==> src/rtl/rc4_key_schedule.sv <==
// RC4 key-scheduling (KSA) controller driving the shared S RAM through a registered address/data port.
// Define RC4_INIT_FILL_EN to have the block write S[i]=i itself before permuting.
module rc4_key_schedule #(
   parameter int unsigned KEY_LENGTH = 3
) (
   input  logic                      clk,
   input  logic                      reset_n,
   input  logic                      start,
   input  logic [8*KEY_LENGTH-1:0]   secret_key,
   output logic [7:0]                s_address,
   output logic [7:0]                s_data,
   output logic                      s_wren,
   input  logic [7:0]                s_q,
   output logic                      busy,
   output logic                      finish
);

   localparam int unsigned KW = (KEY_LENGTH > 1) ? $clog2(KEY_LENGTH) : 1;

   typedef enum logic [3:0] {
      ST_IDLE,
`ifdef RC4_INIT_FILL_EN
      ST_FILL,
`endif
      ST_RD_I,
      ST_WAIT_I,
      ST_RD_J,
      ST_WAIT_J,
      ST_WR_I,
      ST_WR_J,
      ST_NEXT,
      ST_DONE
   } state_t;

   state_t                    state_q, state_d;
   logic [7:0]                i_q, i_d;
   logic [7:0]                j_q, j_d;
   logic [KW-1:0]             kidx_q, kidx_d;
   logic [7:0]                si_q, si_d;
   logic [8*KEY_LENGTH-1:0]   key_q, key_d;
   logic [7:0]                addr_q, addr_d;
   logic [7:0]                data_q, data_d;
   logic [7:0]                key_byte;

   always_ff @(posedge clk or negedge reset_n) begin
      if (!reset_n) begin
         state_q <= ST_IDLE;
         i_q     <= '0;
         j_q     <= '0;
         kidx_q  <= '0;
         si_q    <= '0;
         key_q   <= '0;
         addr_q  <= '0;
         data_q  <= '0;
      end else begin
         state_q <= state_d;
         i_q     <= i_d;
         j_q     <= j_d;
         kidx_q  <= kidx_d;
         si_q    <= si_d;
         key_q   <= key_d;
         addr_q  <= addr_d;
         data_q  <= data_d;
      end
   end

   // Key byte 0 sits in the most significant byte of the latched key.
   always_comb begin
      key_byte = '0;
      for (int unsigned k = 0; k < KEY_LENGTH; k++) begin
         if (kidx_q == KW'(k)) begin
            key_byte = key_q[8*(KEY_LENGTH-1-k) +: 8];
         end
      end
   end

   // Address/data registers are loaded with the values for the state being entered.
   always_comb begin
      state_d = state_q;
      i_d     = i_q;
      j_d     = j_q;
      kidx_d  = kidx_q;
      si_d    = si_q;
      key_d   = key_q;
      addr_d  = addr_q;
      data_d  = data_q;
      case (state_q)
         ST_IDLE: begin
            if (start) begin
               key_d  = secret_key;
               i_d    = '0;
               j_d    = '0;
               kidx_d = '0;
               addr_d = '0;
               data_d = '0;
`ifdef RC4_INIT_FILL_EN
               state_d = ST_FILL;
`else
               state_d = ST_RD_I;
`endif
            end
         end
`ifdef RC4_INIT_FILL_EN
         ST_FILL: begin
            if (i_q == 8'hFF) begin
               i_d     = '0;
               addr_d  = '0;
               state_d = ST_RD_I;
            end else begin
               i_d    = i_q + 8'd1;
               addr_d = i_q + 8'd1;
               data_d = i_q + 8'd1;
            end
         end
`endif
         ST_RD_I: state_d = ST_WAIT_I;
         ST_WAIT_I: begin
            si_d    = s_q;
            j_d     = j_q + s_q + key_byte;
            addr_d  = j_q + s_q + key_byte;
            state_d = ST_RD_J;
         end
         ST_RD_J: state_d = ST_WAIT_J;
         ST_WAIT_J: begin
            addr_d  = i_q;
            data_d  = s_q;
            state_d = ST_WR_I;
         end
         ST_WR_I: begin
            addr_d  = j_q;
            data_d  = si_q;
            state_d = ST_WR_J;
         end
         ST_WR_J: state_d = ST_NEXT;
         ST_NEXT: begin
            if (i_q == 8'hFF) begin
               addr_d  = '0;
               data_d  = '0;
               state_d = ST_DONE;
            end else begin
               i_d     = i_q + 8'd1;
               addr_d  = i_q + 8'd1;
               kidx_d  = (kidx_q == KW'(KEY_LENGTH - 1)) ? '0 : kidx_q + 1'b1;
               state_d = ST_RD_I;
            end
         end
         ST_DONE: state_d = ST_IDLE;
         default: state_d = ST_IDLE;
      endcase
   end

   always_comb begin
      s_wren = (state_q == ST_WR_I) || (state_q == ST_WR_J);
`ifdef RC4_INIT_FILL_EN
      if (state_q == ST_FILL) begin
         s_wren = 1'b1;
      end
`endif
   end

   assign s_address = addr_q;
   assign s_data    = data_q;
   assign busy      = (state_q != ST_IDLE);
   assign finish    = (state_q == ST_DONE);

endmodule

==> config.mk <==
export PLATFORM = sky130hd
export DESIGN_NAME = rc4_key_schedule
export DESIGN_NICKNAME = d
export VERILOG_FILES = /design/src/rtl/rc4_key_schedule.sv
export SDC_FILE = /design/constraint.sdc
export NUM_CORES = 1
export LEC_CHECK = 0
export ABC_AREA = 1
export BUFFER_PORTS_ARGS = -buffer_cell sky130_fd_sc_hd__buf_2
export CELL_PAD_IN_SITES_DETAIL_PLACEMENT = 2
export CELL_PAD_IN_SITES_GLOBAL_PLACEMENT = 2
export CORE_ASPECT_RATIO = 0.9
export CORE_MARGIN = 2
export CORE_UTILIZATION = 36
export DETAILED_ROUTE_END_ITERATION = 8
export HOLD_SLACK_MARGIN = 0.1
export PLACE_DENSITY = 0.84
export SLEW_MARGIN = 0
export SYNTH_ARGS = -nofsm -noshare
export SYNTH_HDL_FRONTEND = slang
export SYNTH_SLANG_ARGS = --single-unit
export TNS_END_PERCENT = 30
==> constraint.sdc <==
create_clock -name clk -period 6.4 [get_ports clk]
set_clock_uncertainty 0.05 [all_clocks]
set_input_delay 0 -clock clk [delete_from_list [all_inputs] [get_ports clk]]
set_output_delay 0 -clock clk [all_outputs]
set_load 0.05 [all_outputs]
==> impl_metrics.csv <==
group,metric,value,unit
routing,vias,3614,
sta,whs,0.1267,ns
sta,timing.final.crit_period,3.444,ns
clock_tree,cts_buffers,9,
finish,register_area,1752,um2
clock_tree,cts-htree-levels,3,
routing,wl_per_cell,21.20,um
die,ioPinCount,54,
logic_synthesis,syn_avg_cell_area,8.089,um2
sta,finalSetupViolCount,0,
finish,num-fill-cells,1145,
clock_tree,clk_latency,0.34,ns
finish,drive_above_1_share,0.1697,
placed_design,dp_slack,3.299,ns
sta,drv_slew,0,
setup_path,r2r-end,"s_address[7]$_DFFE_PN0P_",
logic_synthesis,synth_area,3721,um2
setup_path,end_kind,"flip-flop",
power,finalPower,2.966,mW
sta,setup_ws,2.956,ns
routing,detail_route.iter0.violations,193,
routing,ant_nets,0,
finish,multi_input_area,1682,um2
setup_path,critPathArrivalTime,3.61,ns
clock_tree,cts_tree,"done",
setup_path,cp-start-kind,"flip-flop",
logic_synthesis,ys_seq_area_frac,0.4707,
logic_synthesis,synthMostInstantiatedCell,"nand2_1",
die,rows,35,
die,die_w,111.2,um
logic_synthesis,synth_top_cell_area_share,0.4707,
logic_synthesis,ys_seq_elements,70,
logic_synthesis,syn_inst,460,
job,drv_cap,0,
hold_path,hold_path.class,"input pin to flip-flop",
routing,wl,14.48,mm
placed_design,place_hpwl,8.532,mm
logic_synthesis,synth_cell_types,35,
die,dieArea,11170,um2
grt,grt.total_usage,0.2723,
clock_tree,clk_pin_slew,0.06,ns
setup_path,cp-endpoint,"s_address[7]$_DFFE_PN0P_",
grt,antenna_found_initial,0,
setup_path,r2r_slack,2.96,ns
setup_path,cp_data_required_time,6.57,ns
setup_path,critPathKind,"flip-flop to flip-flop",
sta,final_hold_viol_count,0,
sta,rsz0062_at_grt,"no",
clock_tree,clockBufferDepth,2,
grt,grt_max_degree,71,
sta,slew_headroom,0.3774,
sta,tns,0,ns
clock_tree,clock_sinks,70,
placed_design,numPortBuffers,53,
logic_synthesis,yosysTopAreaCell,"dfrtp_1",
power,p_leak,2.453,nW
finish,final_util,0.4647,
finish,n_antenna_cell,0,
finish,fin_nets,599,
sta,fmax,290.4,MHz
setup_path,worstPathMaxFanout,7,
sta,tightest_slew,0.9339,ns
logic_synthesis,async_reset_ff_frac,1.000,
grt,grt_pass1_wl,23.20,mm
routing,via_per_inst,5.291,
routing,drc_errors,0,
clock_tree,ctsResizeCount,0,
grt,grt-ovfl-total,0,
outcome,status,"finished clean",
power,peakVddDrop,0.0002663,V
logic_synthesis,synth_area_leaders,"dfrtp_1, nand2_1, inv_1",
setup_path,worstReg2RegStart,"kidx_q[0]$_DFFE_PN0P_",
logic_synthesis,synth_common_cells,"nand2_1, dfrtp_1, inv_1, nand3_1, o21ai_0",
grt,grt_pass1_vias,4160,
setup_path,worstSetupStartpoint,"kidx_q[0]$_DFFE_PN0P_",
clock_tree,cts_root_buf,"clkbuf_16",
logic_synthesis,syn-num-nets,510,
power,power_density,628.2,nW/um2
logic_synthesis,synth_edf_count,0,
logic_synthesis,ys.flop_type,"dfrtp_1",
die,core-area,10160,um2
logic_synthesis,yosysWarningCount,0,
placed_design,gp_congestion,0.8205,
sta,fin_crit_sh,0.5381,
finish,syn2layout_area_growth,26.87,%
die,die-height,100.5,um
setup_path,reg2regPathDepth,14,
die,start_util,0.3663,
routing,firstDrtPassIters,4,
==> cell usage in the layout, fill, tap and decap left out, types with 7 or more instances in the layout <==
| master | n |
|---|---|
| nand2_1 | 174 |
| dfrtp_1 | 70 |
| inv_1 | 54 |
| buf_2 | 53 |
| dlygate4sd3_1 | 33 |
| nand3_1 | 29 |
| o21ai_0 | 28 |
| nor2_1 | 14 |
| a21oi_1 | 12 |
| clkbuf_16 | 9 |
| o211ai_1 | 8 |
| fa_1 | 8 |
| ha_1 | 7 |
==> kinds of logic (layout without fill, tap and decap cells) <==
family | count (synthesis) | after routing | share of synthesized area
flops | 70 | 70 | 0.4707
compound gates | 64 | 64 | 0.1049
xor+xnor | 1 | 1 | 0.002354
fa+ha+maj | 15 | 15 | 0.06657
buf+inv | 68 | 162 | 0.07734
simple gates | 242 | 242 | 0.2781
==> area by class of cell <==
class / instances / share of cell area
Multi-Input combinational cell: 322 / 0.3562
Clock buffer: 9 / 0.04771
Tap cell: 129 / 0.03419
Inverter: 59 / 0.04771
Sequential cell: 70 / 0.3711
Clock inverter: 7 / 0.01537
Timing Repair Buffer: 87 / 0.1277
==> registers in the layout (all words and copies together), names as in the netlist <==
name,flops
key_q,24
i_q,8
j_q,8
s_address,8
s_data,8
si_q,8
state_q,4
kidx_q,2
==> worst max-delay path, stage by stage (launching register included) <==
cell and delay (ns):
dfrtp_1 0.45, inv_1 0.16, nor2_1 0.15, a221oi_1 0.40, fa_1 0.48, inv_1 0.08, ha_1 0.20, inv_1 0.09
fa_1 0.48, nor3_1 0.32, nor2_1 0.13, inv_1 0.08, nand2_1 0.05, nand3_1 0.10, nand3_1 0.08
==> metrics by stage <==
step	instances	instance area [um2]
after floorplan	460	3721
after global placement	634	4093
after detailed placement	634	4093
after CTS	683	4721
after global routing	683	4721
final	683	4721
==> worst min-delay path by stage <==
| stage | from | to | slack [ns] | cells after the start |
|---|---|---|---|---|
| after floorplan | reset_n | i_q[0]$_DFFE_PN0P_ | -0.35 | 0 |
| after global placement | secret_key[13] | key_q[13]$_DFFE_PN0P_ | 0.15 | 3 |
| after detailed placement | secret_key[22] | key_q[22]$_DFFE_PN0P_ | 0.15 | 3 |
| after CTS | s_q[7] | s_data[7]$_DFFE_PN0P_ | 0.11 | 3 |
| after global routing | s_q[7] | s_data[7]$_DFFE_PN0P_ | 0.14 | 3 |
| final | s_q[7] | s_data[7]$_DFFE_PN0P_ | 0.13 | 3 |
==> power by group <==
group	switching [mW]	internal [mW]
clock	0.218	0.303
combinational	1.13	0.498
sequential	0.168	0.646
==> metal layers <==
| metal | track usage | wire length (um) | vias up |
|---|---|---|---|
| li1 | - | - | 1645 |
| met1 | 0.3202 | 5879 | 1833 |
| met2 | 0.4967 | 7575 | 98 |
| met3 | 0.04029 | 517 | 38 |
| met4 | 0.1244 | 508 | 0 |
| met5 | 0 | 0 | - |
==> repair_timing <==
item / 4_1_cts / 5_1_grt
setup endpoints to repair: 0 / 0
setup buffers: 0 / 0
endpoints found under the hold margin: 109 / 0
hold buffers: 33 / 0
(Power assumes the default switching activity.)
